[src/rtl/simon_pkg.sv]
// simon_pkg: shared colour/flash types and constants for the colour sequencer
package simon_pkg;
  typedef enum logic [1:0] {RED = 2'd0, GREEN = 2'd1, BLUE = 2'd2, YELLOW = 2'd3} colour_t;
  typedef enum logic [1:0] {IDLE, ON, GAP, DONE} flash_state_t;
  localparam int ROUND_MAX = 32;
  localparam logic [15:0] LFSR_DEFAULT = 16'hACE1;
  function automatic logic [3:0] onehot(colour_t c);
    return 4'b0001 << c;
  endfunction
endpackage

[src/rtl/lfsr16.sv]
// lfsr16: 16-bit Fibonacci LFSR (taps 16,14,13,11), seedable, steps on demand
module lfsr16
  import simon_pkg::*;
(
  input  logic        clk,
  input  logic        reset,
  input  logic        load,
  input  logic [15:0] seed,
  input  logic        step,
  output logic [15:0] q
);
  logic fb;
  assign fb = q[0] ^ q[2] ^ q[3] ^ q[5];
  always_ff @(posedge clk or negedge reset)
    if (!reset) q <= LFSR_DEFAULT;
    else if (load) q <= (seed == '0) ? LFSR_DEFAULT : seed;
    else if (step) q <= {fb, q[15:1]};
endmodule

[src/rtl/colour_sequencer.sv]
// colour_sequencer: Simon colour memory, LED flash timer and move checker
// SIMON_FAST_SIM_EN shortens the flash phases to 8/4 cycles at speed 0.
module colour_sequencer
  import simon_pkg::*;
#(
  parameter int BASE_TICKS = 12_500_000,
  parameter int GAP_TICKS  = 6_250_000
) (
  input  logic       clk,
  input  logic       reset,
  input  logic       rst_seedgen,
  input  logic       start,
  input  logic       load_colour,
  input  logic       load_speed,
  input  logic       flash_clk,
  input  logic [2:0] speed,
  input  logic [5:0] current_round,
  input  logic [5:0] check_round,
  input  logic [3:0] player_input,
  output logic       pulse,
  output logic       result,
  output logic [3:0] led
);
`ifdef SIMON_FAST_SIM_EN
  localparam int ON_BASE  = 8;
  localparam int GAP_BASE = 4;
`else
  localparam int ON_BASE  = BASE_TICKS;
  localparam int GAP_BASE = GAP_TICKS;
`endif
  function automatic logic [31:0] ticks(int base, logic [2:0] s);
    logic [31:0] t;
    t = 32'(base) >> s;
    return (t == '0) ? 32'd1 : t;
  endfunction
  logic [15:0]  seed_q, lfsr_q;
  logic [2:0]   spd_q, fspd_q;
  logic [31:0]  timer_q;
  logic [3:0]   led_q;
  logic         pulse_q, result_q;
  flash_state_t state_q;
  colour_t      mem_q [ROUND_MAX];
  logic [5:0]   diff;
  colour_t      exp_c;
  logic         unused_bits;
  assign diff        = current_round - check_round;
  assign exp_c       = mem_q[diff[4:0]];
  assign unused_bits = ^{diff[5], lfsr_q[15:2]};
  lfsr16 u_lfsr (
    .clk  (clk),
    .reset(reset),
    .load (start),
    .seed (seed_q),
    .step (load_colour),
    .q    (lfsr_q)
  );
  always_ff @(posedge clk or negedge reset)
    if (!reset) begin
      seed_q   <= '0;
      spd_q    <= '0;
      result_q <= 1'b0;
    end else begin
      seed_q   <= rst_seedgen ? '0 : seed_q + 16'd1;
      spd_q    <= load_speed ? speed : spd_q;
      result_q <= player_input == onehot(exp_c);
    end
  always_ff @(posedge clk)
    if (load_colour) mem_q[current_round[4:0] - 5'd1] <= colour_t'(lfsr_q[1:0]);
  // Speed is captured at flash start so a mid-flash load_speed cannot stretch or cut it.
  always_ff @(posedge clk or negedge reset)
    if (!reset) begin
      state_q <= IDLE;
      timer_q <= '0;
      fspd_q  <= '0;
      led_q   <= '0;
      pulse_q <= 1'b0;
    end else begin
      pulse_q <= 1'b0;
      case (state_q)
        IDLE: if (flash_clk) begin
          state_q <= ON;
          led_q   <= onehot(exp_c);
          fspd_q  <= spd_q;
          timer_q <= ticks(ON_BASE, spd_q) - 32'd1;
        end
        ON: if (timer_q == '0) begin
          state_q <= GAP;
          led_q   <= '0;
          timer_q <= ticks(GAP_BASE, fspd_q) - 32'd1;
        end else timer_q <= timer_q - 32'd1;
        GAP: if (timer_q == '0) begin
          state_q <= DONE;
          pulse_q <= 1'b1;
        end else timer_q <= timer_q - 32'd1;
        default: state_q <= IDLE;
      endcase
    end
  assign pulse  = pulse_q;
  assign result = result_q;
  assign led    = led_q;
endmodule

[config.mk]
export PLATFORM = sky130hd
export DESIGN_NAME = colour_sequencer
export DESIGN_NICKNAME = d
export VERILOG_FILES = /design/src/rtl/simon_pkg.sv /design/src/rtl/lfsr16.sv /design/src/rtl/colour_sequencer.sv
export SDC_FILE = /design/constraint.sdc
export NUM_CORES = 1
export LEC_CHECK = 0
export ABC_CLOCK_PERIOD_IN_PS = 6700
export BUFFER_PORTS_ARGS = -buffer_cell sky130_fd_sc_hd__buf_2
export CORE_ASPECT_RATIO = 0.5
export CORE_UTILIZATION = 40
export DETAILED_ROUTE_END_ITERATION = 8
export PLACE_DENSITY = 0.67
export SYNTH_ARGS = -nofsm -noshare
export SYNTH_HDL_FRONTEND = slang
export SYNTH_HIERARCHICAL = 1
export SYNTH_SLANG_ARGS = --single-unit
[constraint.sdc]
create_clock -name clk -period 6.7 [get_ports clk]
set_clock_uncertainty 0.2 [all_clocks]
set_input_delay 0.335 -clock clk [delete_from_list [all_inputs] [get_ports clk]]
set_output_delay 0.335 -clock clk [all_outputs]
set_load 0.05 [all_outputs]
==> reports/summary.txt, run 1 <==
status: completed
Die Width: 198 um
worst-margin pin slew: 1010 ps
Synth Register Bits: 142
via count: 5,669
Net Count, Synth: 774
leakage power: 3.29 nW
Starting Density: 41.4%
multiplexer area fraction after synthesis: 8.22%
post-layout min period: 3680 ps
All-Layer GR Usage: 17.7%
Post-CTS Setup Bufs: 0
Reg2Reg Depth: 8
CP Capture Type: flip-flop
CP arrival: 3760 ps
largest family of logic cells by synthesized area: simple AND/OR/NAND/NOR gates
Routed WL: 16.4 mm
post-CTS sizing: 0
Hold Path Stages: 2
final-layout fill cell count: 1,687
initial antenna violation count: 0
worst-path fanout max: 15
# port buffers: 29
Util after Layout: 46.6%
mapped cell area: 7700 um2
I/O Pins: 32
antenna viol nets, final: 0
Row Count: 35
setup violators final: 0
Post-synth ARST share: 54.9%
setup TNS: 0 ps
Synth Flop Type: dfrtp_1
Remaining DRCs: 0
Num CTS Buffers: 17
Max Cap Viol: 0
Peak supply drop: 0.000172 V
Yosys cell types: 74
largest net degree at the start of global routing: 79
1st-iter DRT viols: 559
nets: 795
Crit Path Class: reg2reg
Simple-Gate Fraction of Synth Area: 17.4%
syn_area_per_cell: 10.5 um2
endpoints failing hold: 0
post-detail-place hpwl: 10.9 mm
CTS tree: yes
Die Area: 19,800 um2
final hold slack: 77.1 ps
gr ovfl total: 0
Die Height: 100 um
number of flops mapped to enable cells by yosys: 64
latest clock arrival within the worst-skew pair: 420 ps
number of synthesis warnings: 6
Via density: 5.51
Compound-Gate Fraction of Synth Area: 13.6%
wire length of the first global-routing pass: 27.7 mm
Clock Path Buffers: 2
area of the multi-input gates: 3550 um2
register area share after synthesis: 50.4%
register area: 3880 um2
post-synthesis cell count: 735
vias in the first global route: 5,509
DR WL/cell: 15.9 um
slew margin rel.: 33.0%
Synth Area in Adders: 2.21%
CTS clk-pin slew, worst paths: 60 ps
Worst setup SP type: flip-flop
Initial DRT Pass Iterations: 5
clock sinks: 142
core area: 18,600 um2
Root Buffer: clkbuf_16
H-tree depth: 4
Crit path required time: 6780 ps
share of cells above drive strength 1: 15.6%
xor/xnor share of the synthesized area: 4.42%
GP Congestion: 0.854
final period utilization: 55.0%
RSZ-0062 raised after global routing: false
worst hold path class: in2reg
Area Growth Syn to Fin: 12.7%
fmax: 271 MHz
Pwr Density: 242 nW/um2
final max-slew violation count: 0
Pwr Total: 2.10 mW
diode count: 0
-- sequential cells by signal, indices dropped and copies added (netlist names) --
register / cells
fspd_q: 3
led: 4
mem_q: 64
pulse: 1
result: 1
seed_q: 16
spd_q: 3
state_q: 2
timer_q: 32
u_lfsr/q: 16
-- cell usage after synthesis, drive strengths merged, types with 17 or more instances --
library cell / number / share of area, %
xnor2: 20 / 2.4
o21ai: 68 / 4.4
clkbuf: 23 / 1.1
edfxtp: 64 / 25
a21oi: 26 / 1.9
mux2i: 22 / 2.9
nand3: 17 / 1.1
nor3: 30 / 2.0
nor2: 91 / 4.4
inv: 19 / 0.93
buf: 18 / 1.5
nand2: 56 / 2.7
xor2: 18 / 2.0
dfrtp: 70 / 23
-- final cells by class --
cell class                      instances  area share [%]
Inverter                               20           0.865
Timing Repair Buffer                   43            3.17
Tap cell                              259            3.73
Clock buffer                           17            4.90
Clock inverter                         15            1.69
Sequential cell                       142            44.8
Multi-Input combinational cell        532            40.9
-- worst max-delay path, stage by stage (launching register included) --
cell	delay, ps
dfrtp_1	400
inv_1	80
ha_1	200
or4b_1	540
nor4_2	500
nand4_2	350
a21oi_2	690
o21a_1	450
o22ai_1	130
-- cells by family after synthesis --
kind of cell,count (synthesis)
AOI/OAI and AO/OA,165
DFF,142
and+or+nand+nor,270
buffers and inverters,61
adders and majority gates,13
muxes,46
xor gates and xnor gates,38
-- per-stage QoR --
step	setup slack [ps]	area [um2]	cells
global route	2740	8680	1028
global placement	2880	8020	987
finish	3020	8680	1028
CTS	3060	8680	1028
detailed placement	2780	8020	987
floorplan	3180	7700	735
-- cells in the final DEF (no fill, tap or decap), drive strengths merged, types with 17 or more instances in the layout --
cell type	instances
a21oi	26
buf	34
clkbuf	17
dfrtp	70
edfxtp	64
inv	28
mux2i	22
nand2	56
nand3	17
nor2	91
nor3	30
o21ai	68
xnor2	20
xor2	18
-- what timing repair did --
item	4_1_cts	5_1_grt
hold buffers	9	0
endpoints found under the hold margin	73	0
setup endpoints to repair	0	0
-- final timing paths --
check                      slack, ps         from          end
setup reg to reg                3020   timer_q[0]  timer_q[18]
hold / removal                    80  rst_seedgen   seed_q[13]
setup / recovery                3020   timer_q[0]  timer_q[18]
min in group asynchronous        430        reset       led[3]
max in group asynchronous       5220        reset  timer_q[13]
hold reg to reg                  270   timer_q[6]   timer_q[6]
-- report_power, final --
| part | internal [mW] | switching, mW |
|---|---|---|
| logic | 0.100 | 0.118 |
| clock network | 0.493 | 0.407 |
| registers | 0.948 | 0.0336 |
-- metal layers --
layer / track usage [%] / wire length [um] / up-vias / part of all wire (%)
li1: - / - / 2735 / -
met1: 24.1 / 7800 / 2779 / 48
met2: 28.3 / 7580 / 125 / 46
met3: 3.70 / 737 / 30 / 4.5
met4: 6.02 / 276 / 0 / 1.7
met5: 0 / 0 / - / 0
(Power assumes the default switching activity.)
==> run 2, diff against run 1 <==
ABC_AREA = 1   (was not set)
ABC_CLOCK_PERIOD_IN_PS = 3000   (was 6700)
PLACE_DENSITY = 0.69   (was 0.67)
clock period = 3 ns   (was 6.7 ns; I/O delays follow)
==> run 2 against run 1 <==
  * Routed wire length rose by 19%
  * Final cell count grew 33%
  * Synthesized area rose by 7.1%
  * Hold slack better by 130 ps
  * Total power grew to 3.7 times the previous value
  * Global-route usage is 1.8 points higher
  * Via count is 23% higher
  * Non-clock buffer count grew 16
  * Critical endpoint is now result
  * Largest power group is now combinational cells
==> reports/summary.txt, run 2 <==
status: completed
Die Height: 104 um (+3.4%)
most common cell after layout, fill and taps aside: nand2_1
Via density: 5.10 (-7.4%)
nets: 1,131 (+42%)
Synth Flop Type: dfrtp_1
final max-slew violation count: 0 (unchanged)
Die Width: 205 um (+3.5%)
syn_area_per_cell: 7.95 um2 (-24%)
largest net degree at the start of global routing: 79 (unchanged)
RR Endpoint: timer_q[28]
Peak supply drop: 0.000470 V (+170%)
worst-margin pin slew: 1020 ps (+10.1 ps)
Routed WL: 19.5 mm (+19%)
Initial DRT Pass Iterations: 5 (unchanged)
All-Layer GR Usage: 19.5% (+1.8 points)
post-detail-place hpwl: 13.3 mm (+22%)
Reg power frac: 34.7% (-12 points)
worst-path fanout max: 6 (-9)
Worst setup SP type: input port
Num CTS Buffers: 17 (unchanged)
setup violators final: 0 (unchanged)
CP arrival: 2950 ps (-810 ps)
gr ovfl total: 0 (unchanged)
most frequent cells in the layout: 279 x nand2_1, 134 x nor2_1, 117 x inv_1
final hold slack: 208 ps (+131 ps)
endpoints failing hold: 0 (unchanged)
Clock Path Buffers: 2 (unchanged)
latest clock arrival within the worst-skew pair: 430 ps (about the same)
Pwr Total: 7.69 mW (+270%)
register area share after synthesis: 47.1% (-3.4 points)
Crit path required time: 3130 ps (-3650 ps)
Int Power: 4.52 mW (+190%)
slew margin rel.: 32.3% (-0.67 points)
diode count: 0 (unchanged)
Sw Ratio: 41.3% (+15 points)
top-area cell type share of the netlist area: 23.3% (-1.7 points)
leading area contributor after synthesis: edfxtp_1
mapped cell area: 8250 um2 (+7.1%)
Reg2Reg Depth: 12 (+4)
Pwr Density: 807 nW/um2 (+230%)
clock sinks: 142 (unchanged)
Net Count, Synth: 1,076 (+39%)
post-synthesis cell count: 1,037 (+41%)
1st-iter DRT viols: 589 (+5.4%)
GP Congestion: 0.892 (+4.4%)
number of flip-flops in the largest register: 64 (unchanged)
via count: 6,998 (+23%)
Crit Path Class: in2reg
count leader, synth: nand2_1
Root Buffer: clkbuf_16
synth top area cells: edfxtp_1 23%, dfrtp_1 21%, nand2_1 13%
Yosys cell types: 57 (-23%)
Switching Power: 3.17 mW (+470%)
Post-synth ARST share: 54.9% (unchanged)
CP Capture Type: flip-flop
fmax: 354 MHz
Max Cap Viol: 0 (unchanged)
Die Area: 21,200 um2 (+7.0%)
RR Startpoint: timer_q[0]
initial antenna violation count: 0 (unchanged)
setup TNS: 0 ps (unchanged)
r2r setup slk: 280 ps (-2740 ps)
Synth Register Bits: 142 (unchanged)
final period utilization: 94.3%
post-layout min period: 2830 ps
share of cells above drive strength 1: 13.7% (-1.9 points)
number of flops mapped to enable cells by yosys: 64 (unchanged)
core area: 19,800 um2 (+6.5%)
DR WL/cell: 14.3 um (-11%)
H-tree depth: 4 (unchanged)
number of synthesis warnings: 6 (unchanged)
CTS tree: yes
I/O Pins: 32 (unchanged)
CTS clk-pin slew, worst paths: 70 ps (about the same)
Area Growth Syn to Fin: 15.5%
Remaining DRCs: 0 (unchanged)
# port buffers: 29 (unchanged)
Comb power frac: 37.7% (+27 points)
antenna viol nets, final: 0 (unchanged)
vias in the first global route: 6,728 (+22%)
Starting Density: 41.6% (+0.25 points)
Row Count: 36 (+2.9%)
leakage power: 4.28 nW (+30%)
worst hold path class: in2async
wire length of the first global-routing pass: 32.9 mm (+19%)
synth cell count leaders: 280 x nand2_1, 134 x nor2_1, 117 x inv_1, 107 x nand3_1, 70 x dfrtp_1
clock share of power: 27.6% (-15 points)
-- run 2: changes by cell type in the layout (fill, tap and decap cells not counted), moves of 11 or more --
cell	before	now
nand2_1	56	279
inv_1	19	117
nand3_1	17	102
nor2_1	91	134
o21ai_0	64	34
nor3_1	30	8
mux2i_1	22	1
mux4_2	12	0
nand2_2	0	12
dlygate4sd3_1	9	20
nand3_2	0	11
-- run 2: cell families (layout without fill, tap and decap cells) --
group / after synthesis / after routing / synth area share [%]
xor+xnor: 29 / 29 / 3.17
mux: 1 / 1 / 0.121
buf+inv: 154 / 222 / 7.69
simple gates: 586 / 586 / 31.8
fa+ha+maj: 13 / 13 / 2.06
compound gates: 112 / 112 / 8.06
flops: 142 / 142 / 47.1
-- run 2: layer usage --
metal | global-route usage, % | wire length (um) | up-vias
li1 | - | - | 3487
met1 | 26.5 | 9000 | 3273
met2 | 31.2 | 9140 | 209
met3 | 4.06 | 1090 | 29
met4 | 6.30 | 303 | 0
met5 | 0 | 0 | -
-- run 2: worst max-delay path: stages --
cell and delay [ps]:
buf_2 120, inv_1 80, ha_1 150, inv_1 70
fa_2 650, buf_4 150, buf_8 100, nand3_1 80
nand2_1 80, nand2_1 50, nand3_1 130, nand3_2 90
nand2_4 130, inv_2 70, nand2_1 100, nand2_1 70
nand3_1 80, dlygate4sd3_1 560, nor2_1 40
-- run 2: what timing repair did --
action,4_1_cts,5_1_grt
hold endpoints to repair,99,0
hold buffers,20,0
endpoints found under the setup margin,0,1
resized for setup,0,14
setup buffers,0,3
-- run 2: metrics by stage --
| step | utilization [%] | area [um2] | setup WS [ps] | std cells |
|---|---|---|---|---|
| 6_report | 48.1 | 9530 | 172 | 1371 |
| 5_1_grt | 48.1 | 9530 | -31.2 | 1371 |
| 4_1_cts | 47.6 | 9430 | 114 | 1367 |
| 3_5_place_dp | 43.6 | 8640 | 233 | 1315 |
| 3_3_place_gp | 43.6 | 8640 | 316 | 1315 |
| 2_1_floorplan | - | 8250 | 713 | 1037 |
-- run 2: worst max path at each step --
| stage | start | endpoint | slack, ps | cells past startpoint |
|---|---|---|---|---|
| after floorplan | current_round[0] | result | 710 | 19 |
| after global placement | current_round[0] | result | 320 | 18 |
| after detailed placement | current_round[0] | result | 230 | 18 |
| after CTS | current_round[0] | result | 110 | 19 |
| after global routing | current_round[0] | result | -30 | 20 |
| final | current_round[0] | result | 170 | 19 |
-- run 2: final cells by class --
cell class / instances / area, um2
fill: 1879 / 10300
sequential: 142 / 3880
multi-input combinational: 741 / 3760
clock buffer: 21 / 503
inverter: 131 / 502
timing repair buffer: 59 / 448
tap: 266 / 333
clock inverter: 11 / 91.3
-- run 2: power by group through the flow --
| stage | Clock, mW | Combinational [mW] | Sequential (mW) |
|---|---|---|---|
| finish | 2.12 | 2.90 | 2.67 |
| global route | 2.23 | 3.25 | 2.72 |
| CTS | 2.15 | 2.82 | 2.67 |
| detailed placement | 0 | 2.77 | 2.70 |
| global placement | 0 | 2.71 | 2.69 |
| floorplan | 0 | 2.09 | 2.70 |
==> run 3, diff against run 2 <==
CORE_ASPECT_RATIO = not set   (was 0.5)
==> run 3 against run 2 <==
  * Sequential cell count unchanged
  * Worst setup slack improved by 82 ps
  * Routed wire length fell by 2.8%
  * Combinational power shrank 2%
  * Highest routed layer unchanged
  * Sequential share of layout area is 0.24 points higher
  * Global-route usage shrank 0.68 points
  * Non-clock buffer count grew 1
  * Final cell count is 0.36% higher
  * Total power fell by 0.85%
==> reports/summary.txt, run 3 (synthesis results as in run 2) <==
Peak supply drop: 0.000331 V (-30%)
CTS tree: yes
DR top layer: met4
Clock Path Buffers: 2 (unchanged)
Pwr Density: 805 nW/um2 (-0.26%)
worst-path fanout max: 16 (+10)
CP arrival: 2900 ps (-50 ps)
CTS clk-pin slew, worst paths: 60 ps (about the same)
Initial DRT Pass Iterations: 5 (unchanged)
Die Area: 21,200 um2 (-0.17%)
Area Growth Syn to Fin: 14.8%
Row Count: 52 (+44%)
Max Cap Viol: 0 (unchanged)
Remaining DRCs: 0 (unchanged)
pre-CTS setup slack: 362 ps (+129 ps)
largest net degree at the start of global routing: 61 (-23%)
WL met1: 8.52 mm (-5.4%)
initial antenna violation count: 0 (unchanged)
gr ovfl total: 0 (unchanged)
clock sinks: 142 (unchanged)
number of flip-flops in the largest register: 64 (unchanged)
setup TNS: 0 ps (unchanged)
final max-slew violation count: 0 (unchanged)
post-route setup slack: 254 ps (+82.0 ps)
Die Height: 146 um (+41%)
Worst setup SP type: input port
Root Buffer: clkbuf_16
final period utilization: 91.5% (-2.7 points)
nets: 1,132 (+0.088%)
I/O Pins: 32 (unchanged)
CP Capture Type: flip-flop
post-layout min period: 2750 ps (-82.0 ps)
Util after Layout: 46.8% (-1.3 points)
worst hold path class: in2reg
vias in the first global route: 6,707 (-0.31%)
H-tree depth: 4 (unchanged)
All-Layer GR Usage: 18.9% (-0.68 points)
latest clock arrival within the worst-skew pair: 430 ps (about the same)
slew margin rel.: 46.4% (+14 points)
setup violators final: 0 (unchanged)
share of cells above drive strength 1: 13.0% (-0.65 points)
worst-margin pin slew: 804 ps (-211 ps)
post-detail-place hpwl: 13.2 mm (-0.55%)
Routed met3 length: 1.12 mm (+2.6%)
core area: 20,200 um2 (+2.1%)
GP Congestion: 0.912 (+2.3%)
Worst Path Buf+Inv: 6 (-1)
via count: 6,942 (-0.80%)
antenna viol nets, final: 0 (unchanged)
Crit path required time: 3160 ps (+30 ps)
most common cell after layout, fill and taps aside: nand2_1
DR WL met2: 9.14 mm (about the same)
Via density: 5.05 (-1.2%)
DR WL/cell: 13.8 um (-3.1%)
CP top delay family: buffers and inverters
endpoints failing hold: 0 (unchanged)
cell seen most often among critical-path stages: nand3_1
# port buffers: 29 (unchanged)
1st-iter DRT viols: 541 (-8.1%)
fmax: 364 MHz (+3.0%)
diode count: 0 (unchanged)
Crit Path Class: in2reg
status: completed
Die Width: 146 um (-29%)
Starting Density: 40.8% (-0.85 points)
Max stage delay on crit path: 570 ps (-80 ps)
crit path cell chain: buf_2 -> inv_1 -> ha_1 -> inv_1 -> fa_1 -> inv_2 -> nand3_1 -> nand3_1 -> nand3_1 -> nand3_1 -> nand2_2 -> inv_2 -> nand2_1 -> nand2_1 -> nand3_1 -> dlygate4sd3_1 -> nor2_1
Num CTS Buffers: 17 (unchanged)
Routed WL: 19.0 mm (-2.8%)
wire length of the first global-routing pass: 31.8 mm (-3.2%)
most frequent cells in the layout: 280 x nand2_1, 134 x nor2_1, 117 x inv_1
critical path's slowest cell: dlygate4sd3_1
leakage power: 4.26 nW (-0.59%)
## run 3: cell types whose count changed in the layout (fill, tap and decap cells not counted), moves of 2 or more
cell	delta
nand3_1	+5
bufinv_16	+2
clkbuf_16	-3
buf_4	+4
nand3_2	-5
inv_8	-2
## run 3: what timing repair did
item,CTS,global route
buffers inserted,0,0
setup endpoints to repair,0,1
hold endpoints to repair,76,0
hold buffers,19,0
gates resized for setup,0,1
## run 3: power breakdown
part / internal (mW) / switching (mW)
combinational: 0.945 / 1.90
sequential: 2.36 / 0.324
clock: 1.25 / 0.855
## run 3: path summary, 6_finish.rpt
check | start | end | slack (ps) | cells past startpoint
max | current_round[0] | result | 250 | 17
min | current_round[3] | mem_q[15][0] | 20 | 4
max in group asynchronous | reset | spd_q[2] | 1790 | 3
min reg2reg | u_lfsr/q[15] | u_lfsr/q[15] | 280 | 2
min in group asynchronous | reset | state_q[0] | 120 | 2
max reg2reg | timer_q[0] | timer_q[24] | 400 | 12
## run 3: metrics by stage
stage	cell area, um2	std cells	power (mW)	hold WS [ps]
floorplan	8250	1037	4.79	-346
global placement	8690	1325	5.44	76.4
detailed placement	8690	1325	5.48	79.4
CTS	9460	1376	7.63	9.72
global route	9470	1376	8.13	24.5
finish	9470	1376	7.63	18.2
## run 3: worst reg2reg max path, delay by kind of cell, from the launching register on
kind / cells / cell delay, ps
compound gates: 1 / 130
buf+inv: 2 / 500
simple gates: 8 / 1100
fa+ha+maj: 1 / 250
flops: 1 / 330
## run 3: per-layer routing
layer	track usage (%)	up-vias
met5	0	-
li1	-	3480
met2	32.1	177
met4	5.42	0
met3	4.17	21
met1	24.0	3264
## run 3: area by class of cell
class / count / area, um2
Timing Repair Buffer: 60 / 428
Inverter: 131 / 497
Sequential cell: 142 / 3880
Clock inverter: 13 / 139
Tap cell: 270 / 338
Clock buffer: 19 / 443
Fill cell: 1987 / 10800
Multi-Input combinational cell: 741 / 3740
